$ cat config.mk
export PLATFORM = sky130hd
export DESIGN_NAME = grant_decoder
export DESIGN_NICKNAME = d
export VERILOG_FILES = /design/src/rtl/grant_decoder_pkg.sv /design/src/rtl/grant_decoder_hold_timer.sv /design/src/rtl/grant_decoder.sv
export SDC_FILE = /design/constraint.sdc
export NUM_CORES = 1
export LEC_CHECK = 0
export ABC_AREA = 1
export CAP_MARGIN = 40
export CORE_ASPECT_RATIO = 1.2
export CORE_MARGIN = 2
export CORE_UTILIZATION = 53
export CTS_CLUSTER_DIAMETER = 80
export CTS_CLUSTER_SIZE = 10
export DETAILED_ROUTE_END_ITERATION = 6
export HOLD_SLACK_MARGIN = 0.12
export PLACE_DENSITY_LB_ADDON = 0.1
export SLEW_MARGIN = 40
export SYNTH_ARGS = -nofsm -noshare
export SYNTH_HDL_FRONTEND = slang
export SYNTH_SLANG_ARGS = --single-unit
$ cat constraint.sdc
create_clock -name clk -period 3.3 [get_ports clk]
set_input_delay 0.825 -clock clk [delete_from_list [all_inputs] [get_ports clk]]
set_output_delay 0.825 -clock clk [all_outputs]
set_load 0.02 [all_outputs]
$ cat src/rtl/grant_decoder_pkg.sv
// Shared types and defaults for the grant decoder and its hold timer.
package grant_pkg;

  localparam int DEFAULT_N       = 8;
  localparam int DEFAULT_TIMEOUT = 255;

  typedef enum logic [1:0] {
    IDLE    = 2'd0,
    GRANT   = 2'd1,
    RELEASE = 2'd2
  } state_t;

endpackage

$ cat src/rtl/grant_decoder_hold_timer.sv
// Saturating hold counter: cleared while no grant is held, counts grant cycles,
// flags the last permitted cycle (count == TIMEOUT-1).
module hold_timer
  import grant_pkg::*;
#(
  parameter int  TIMEOUT = DEFAULT_TIMEOUT,
  localparam int CW      = (TIMEOUT > 1) ? $clog2(TIMEOUT) : 1
) (
  input  logic clk,
  input  logic rst_n,
  input  logic i_clr,
  input  logic i_en,
  output logic o_expired
);

  localparam logic [CW-1:0] LAST = CW'(TIMEOUT - 1);

  logic [CW-1:0] r_count;

  always_ff @(posedge clk or negedge rst_n) begin
    if (!rst_n) begin
      r_count <= '0;
    end else if (i_clr) begin
      r_count <= '0;
    end else if (i_en && (r_count != LAST)) begin
      r_count <= r_count + 1'b1;
    end
  end

  assign o_expired = (r_count == LAST);

endmodule

$ cat src/rtl/grant_decoder.sv
// Turns an accepted requester index into a registered one-hot grant, held until
// the grantee's done bit or a timeout, followed by a one-cycle release gap.
module grant_decoder
  import grant_pkg::*;
#(
  parameter int  N       = DEFAULT_N,
  parameter int  TIMEOUT = DEFAULT_TIMEOUT,
  localparam int W       = (N > 1) ? $clog2(N) : 1
) (
  input  logic         clk,
  input  logic         rst_n,
  input  logic         i_enc_valid,
  input  logic [W-1:0] i_enc,
  output logic         o_enc_ready,
  input  logic [N-1:0] i_done,
  output logic [N-1:0] o_grant,
  output logic [W-1:0] o_grant_id,
  output logic         o_busy,
  output logic         o_timeout,
  output logic         o_err
);

  state_t       r_state;
  state_t       w_state_nxt;
  logic [N-1:0] r_grant;
  logic [N-1:0] w_grant_nxt;
  logic [W-1:0] r_grant_id;
  logic [W-1:0] w_grant_id_nxt;
  logic         r_busy;
  logic         w_busy_nxt;
  logic         r_timeout;
  logic         w_timeout_nxt;
  logic         r_err;
  logic         w_err_nxt;

  logic         w_accept;
  logic         w_in_range;
  logic         w_done_hit;
  logic         w_expired;
  logic [N-1:0] w_onehot;

  assign w_accept   = (r_state == IDLE) && i_enc_valid;
  // Only reachable as false when N is not a power of two.
  assign w_in_range = (int'(i_enc) < N);
  assign w_onehot   = {{(N-1){1'b0}}, 1'b1} << i_enc;
  assign w_done_hit = i_done[r_grant_id];

  hold_timer #(
    .TIMEOUT (TIMEOUT)
  ) u_hold_timer (
    .clk       (clk),
    .rst_n     (rst_n),
    .i_clr     (r_state != GRANT),
    .i_en      (r_state == GRANT),
    .o_expired (w_expired)
  );

  always_ff @(posedge clk or negedge rst_n) begin
    if (!rst_n) begin
      r_state    <= IDLE;
      r_grant    <= '0;
      r_grant_id <= '0;
      r_busy     <= 1'b0;
      r_timeout  <= 1'b0;
      r_err      <= 1'b0;
    end else begin
      r_state    <= w_state_nxt;
      r_grant    <= w_grant_nxt;
      r_grant_id <= w_grant_id_nxt;
      r_busy     <= w_busy_nxt;
      r_timeout  <= w_timeout_nxt;
      r_err      <= w_err_nxt;
    end
  end

  always_comb begin
    w_state_nxt    = r_state;
    w_grant_nxt    = r_grant;
    w_grant_id_nxt = r_grant_id;
    w_busy_nxt     = r_busy;
    w_timeout_nxt  = 1'b0;
    w_err_nxt      = 1'b0;
    case (r_state)
      IDLE: begin
        if (w_accept) begin
          if (w_in_range) begin
            w_state_nxt    = GRANT;
            w_grant_nxt    = w_onehot;
            w_grant_id_nxt = i_enc;
            w_busy_nxt     = 1'b1;
          end else begin
            w_err_nxt = 1'b1;
          end
        end
      end
      GRANT: begin
        // Release by done takes precedence over the timeout on the same cycle.
        if (w_done_hit || w_expired) begin
          w_state_nxt    = RELEASE;
          w_grant_nxt    = '0;
          w_grant_id_nxt = '0;
          w_busy_nxt     = 1'b0;
          w_timeout_nxt  = !w_done_hit;
        end
      end
      RELEASE: begin
        w_state_nxt = IDLE;
      end
      default: begin
        w_state_nxt    = IDLE;
        w_grant_nxt    = '0;
        w_grant_id_nxt = '0;
        w_busy_nxt     = 1'b0;
      end
    endcase
  end

  assign o_enc_ready = (r_state == IDLE);
  assign o_grant     = r_grant;
  assign o_grant_id  = r_grant_id;
  assign o_busy      = r_busy;
  assign o_timeout   = r_timeout;
  assign o_err       = r_err;

endmodule
# Word level (Yosys, flattened, before mapping)
# Cells that the tools add are included.
dict set report word_totals {
  word_cells 43
  regBits 23
  output_inout_bits 15
  in_bits 14
}
dict set report op_classes {
  n_addsub 1
  shifts 1
  n_eq_ne 7
  n_lt_le_gt_ge 1
  muxes 18
  bitwise 1
  n_reduce_logical 8
}
# cell n
set op_table {}
lappend op_table {{two-way mux 8 bit} 4}
lappend op_table {{case mux 8 bit (3 select lines)} 1}
lappend op_table {{case mux 3 bit (3 select lines)} 1}
lappend op_table {{adder 8 x 1 -> 8 bit, second input constant} 1}
lappend op_table {{equality test 8 bit, second input constant} 1}
lappend op_table {{inequality test 8 bit, second input constant} 1}
lappend op_table {{<< shifter 1 x 3 -> 8 bit, first input constant} 1}
lappend op_table {{two-way mux 3 bit} 2}
lappend op_table {{two-way mux 1 bit} 5}
lappend op_table {{< comparator 3 x 4 -> 1 bit, second input constant} 1}
lappend op_table {{two-way mux 2 bit} 2}
lappend op_table {{inequality test 2 x 1 -> 1 bit, second input constant} 2}
lappend op_table {{case mux 2 bit (2 select lines)} 1}
lappend op_table {{binary-select mux 1 bit (select 3 bit)} 1}
lappend op_table {{case mux 1 bit (3 select lines)} 1}
lappend op_table {{AND reduction 3 bit} 1}
lappend op_table {{equality test 2 x 1 -> 1 bit, second input constant} 1}
lappend op_table {{equality test 2 bit, second input constant} 1}
lappend op_table {{logical AND 1 bit} 2}
lappend op_table {{zero test 2 bit} 1}
lappend op_table {{inequality test 2 bit, second input constant} 1}
lappend op_table {{AND reduction 2 bit} 1}
lappend op_table {{nonzero test 2 bit} 1}
lappend op_table {{zero test 1 bit} 1}
lappend op_table {{other kinds (2)} 2}

# Depth between registers and ports, before layout
dict set report logic_depth {
  depth_word 5
  mapped_depth 10
}

# By module
# Synthesis repeated with hierarchy kept, for this count alone.
dict set report hier_totals {
  cells_unflattened 182
  area_unflattened_um2 1366.3
}
# module area_per_inst_um2 cells_per_inst seq_area_each_um2 instances
set modules_own_cells {}
lappend modules_own_cells {grant_decoder 840.8 111 375.4 1}
lappend modules_own_cells {hold_timer 525.5 71 200.2 1}

# Worst setup path after synthesis
# Ideal clock, no wire load.
dict set report synth_path {
  path_kind {input-to-reg}
  startpoint {input i_done[3]}
  endpoint {register r_grant_id[0] (netlist: o_grant_id[0])}
  setup_slack_ps 1626
  arrival_time_ps 1557
  required_time_ps 3183
  stages 10
  path_cell_list {inv_1 nand2_1 nand3_1 nand3_1 nand2_1 nand2_4 nand3_4 buf_12 nand2_2 nand2_1}
}
dict set report synth_via {
  elab_chain_len 5
}
# element line
set synth_rtl {}
lappend synth_rtl {{start: declaration} grant_decoder.sv:15} ;# input logic [N-1:0] i_done,
lappend synth_rtl {{binary-select mux 1 bit (select 3 bit)} grant_decoder.sv:46} ;# assign w_done_hit = i_done[r_grant_id];
lappend synth_rtl {{two-way mux 1 bit (implied by the code)} grant_decoder.sv:46}
lappend synth_rtl {{logical OR 1 bit} grant_decoder.sv:98} ;# if (w_done_hit || w_expired) begin
lappend synth_rtl {{inequality test 2 bit (no source line)} n/a}
lappend synth_rtl {{AND reduction 3 bit (no source line)} n/a}
lappend synth_rtl {{end signal: assignment} grant_decoder.sv:69} ;# r_grant_id <= w_grant_id_nxt;
lappend synth_rtl {{end: declaration} grant_decoder.sv:27} ;# logic [W-1:0] r_grant_id;
# No other way between the ends. The select of a mux whose other input is x is not followed.
# A chain may end at the register's enable or synchronous reset.

# Worst setup path in the final report
dict set report layout_path {
  startpoint {register r_state[1]}
  endpoint {output o_enc_ready}
}
dict set report layout_via {
  elab_chain_len 1
}
# element line
set layout_rtl {}
lappend layout_rtl {{start: declaration} grant_decoder.sv:23} ;# state_t r_state;
lappend layout_rtl {{start signal: assignment} grant_decoder.sv:67} ;# r_state <= w_state_nxt;
lappend layout_rtl {{zero test 2 bit} grant_decoder.sv:118} ;# assign o_enc_ready = (r_state == IDLE);
lappend layout_rtl {{end: declaration} grant_decoder.sv:14} ;# output logic o_enc_ready,
# No other way between the ends.

==> results.toml <==
[detailed_routing]
routed-via-count = 1128
drt_wl_total_um = 2730
drcViolationCount = 0
final_antenna_net_count = 0
dr.pass1.iters = 4
wl_per_cell_um = 12.5
via_per_inst = 5.15
drtIter0Drc = 44

[clock_network]
cts.clk_slew.worst_paths_ps = 140
cts_sinks = 23
cts_tree = "yes"
hold_buffers = 0
post-cts-setup-buffer-count = 0
clk_latency_ps = 330
cts_made_buffers = 3
cts_resized = 0
cts_root_buf = "clkbuf_4"
clock_path_buffers = 2
cts_max_level = 1

[synth]
synthAdderAreaFrac_pct = 1.92
netlist_top_cells_area = "dfrtp_1, nand2_1, inv_1"
ys_ff_latch = 23
synthArstFlopShare_pct = 100
synth-simple-area-share_pct = 36.1
synth_cells = 159
yosysTopAreaCellShare_pct = 44.3
synth_edf_count = 0
synth-compound-area-share_pct = 6.26
synth_common_cells = "nand2_1, dfrtp_1, inv_1, nor2_1"
yosys_most_used_dff = "dfrtp_1"
synth-xor-area-share_pct = 0.674
synth_top_family_by_area = "simple AND/OR/NAND/NOR gates"
yosysUniqueCellTypes = 31
syn_area_per_cell_um2 = 8.18
yosysTopAreaCell = "dfrtp_1"
ys_seq_area_share_pct = 44.3
synth_warnings = 0
yosysMostFrequentCell = "nand2_1"
synth_mux_area_share_pct = 0
synth_fp_nets = 175
syn-cell-area_mm2 = 0.00130

[power]
p_leak_nw = 0.810
ir_worst_vdd_v = 0.000613
p_switching_w = 0.000509
powerDensity_mw_per_mm2 = 698
p_sw_share_pct = 45.5
p_int_w = 0.000611
p_clk_share_pct = 11.9
p_seq_share_pct = 37.7
pwr-share-comb_pct = 50.4

[sta]
finClkSkew_ps = 18.2
finalMaxSlewViolations = 0
fmax_mhz = 414
finalCriticalPeriod_ps = 2410
rsz0062_at_grt = "false"
setup_violations = 0
period_share_pct = 73.2
fin_tns_setup_ps = 0
hold_slack_ps = 488
hold_viol_final = 0
fin_ws_ps = 886

[placed_design]
portBuffers = 27
dp.cells = 215
dp_slack_ps = 987
dpl_cell_area_mm2 = 0.00158
place.gp.congestion = 0.796
dp_hpwl_um = 2180

[global_routing]
grt_overflow = 0
grt_pass1_wl_um = 4570
grt_usage_pct = 21.1
grt_pass1_vias = 1063
grt_max_degree = 24
antenna_found_initial = 0

[worst_hold_path]
hold_class = "reg2reg"

[final_layout]
stdcell_area_mm2 = 0.00161
n_fill_cell = 201
areaGrowthSynthToFinish_pct = 23.5
drive_gt1_share_pct = 15.4
multi_input_area_um2 = 588
n_antenna_cell = 0
nNetsFinal = 205
layout.cells.non_filler = 219
regArea_um2 = 576

[setup_path]
critical_path.max_fanout = 4
cp.arrival_ps = 1590
critPathLaunchType = "flip-flop"
worstSetupPathType = "reg2out"
critPathCaptureType = "output pin"
cp.required_ps = 2470

[die]
start_util_pct = 56.4
core-area_mm2 = 0.00231
die_area_mm2 = 0.00287
die_width_um = 49.2
chipHeight_um = 58.3
io_pins = 29
fp-row-count = 19

[run_status]
status = "completed"

[run]
maxCapViolCount = 0
flip-flops by register name, summed over array words and instances (netlist names):
name and flops:
o_grant 8, u_hold_timer.r_count 8, o_grant_id 3, r_state 2, o_busy 1, o_timeout 1
area by class of cell:
| class | instances | area share [%] |
|---|---|---|
| Clock buffer | 3 | 1.40 |
| Clock inverter | 1 | 0.312 |
| Multi-Input combinational cell | 107 | 36.6 |
| Inverter | 26 | 6.08 |
| Timing Repair Buffer | 28 | 17.3 |
| Sequential cell | 23 | 35.9 |
| Tap cell | 31 | 2.42 |
per-stage QoR:
stage               power [W]  utilization (%)
detailed placement   0.000996             68.4
global placement     0.000981             68.4
finish                0.00112             69.6
global route          0.00120             69.6
floorplan            0.000837                -
CTS                   0.00113             69.6
layout by cell type (no fill, tap or decap), types with 4 or more instances in the layout:
cell	n
nor2_1	12
nand2_2	11
dfrtp_1	23
inv_2	5
nand2_1	36
nand3_1	11
clkdlybuf4s50_1	27
o21ai_0	4
nand4_1	10
inv_1	21
routing by layer:
| metal | global-route usage [%] | part of all wire (%) | up-vias |
|---|---|---|---|
| li1 | - | - | 561 |
| met1 | 24.2 | 41 | 525 |
| met2 | 40.0 | 53 | 38 |
| met3 | 2.32 | 5.2 | 4 |
| met4 | 8.57 | 1.4 | 0 |
| met5 | 0 | 0 | - |
power by group through the flow:
stage | Clock (W) | Sequential [W] | Combinational [W]
after floorplan | 0 | 0.000473 | 0.000364
after global placement | 0 | 0.000427 | 0.000554
after detailed placement | 0 | 0.000429 | 0.000567
after CTS | 0.000137 | 0.000423 | 0.000571
after global routing | 0.000147 | 0.000432 | 0.000622
final | 0.000133 | 0.000422 | 0.000565
critical path, stage by stage, from the launching register on:
cell,delay (ps)
dfrtp_1,490
nor2_4,160
clkdlybuf4s50_1,620
path summary, 6_finish.rpt:
| kind | startpoint | endpoint | slack [ps] | depth (start not counted) |
|---|---|---|---|---|
| setup / recovery | r_state[1] | o_enc_ready | 890 | 2 |
| hold / removal | o_grant[3] | o_grant[3] | 490 | 2 |
| setup reg to reg | u_hold_timer.r_count[0] | o_grant[4] | 1610 | 9 |
| hold reg to reg | o_grant[3] | o_grant[3] | 490 | 2 |
| max in group asynchronous | rst_n | o_grant[5] | 2230 | 2 |
| min in group asynchronous | rst_n | o_grant_id[0] | 830 | 2 |
logic make-up after synthesis:
group / Yosys count
other cells: 1
flops: 23
fa+ha+maj: 2
simple gates: 91
xor+xnor: 1
compound gates: 12
buf+inv: 29
No activity file was read; power rests on OpenSTA's default activity.
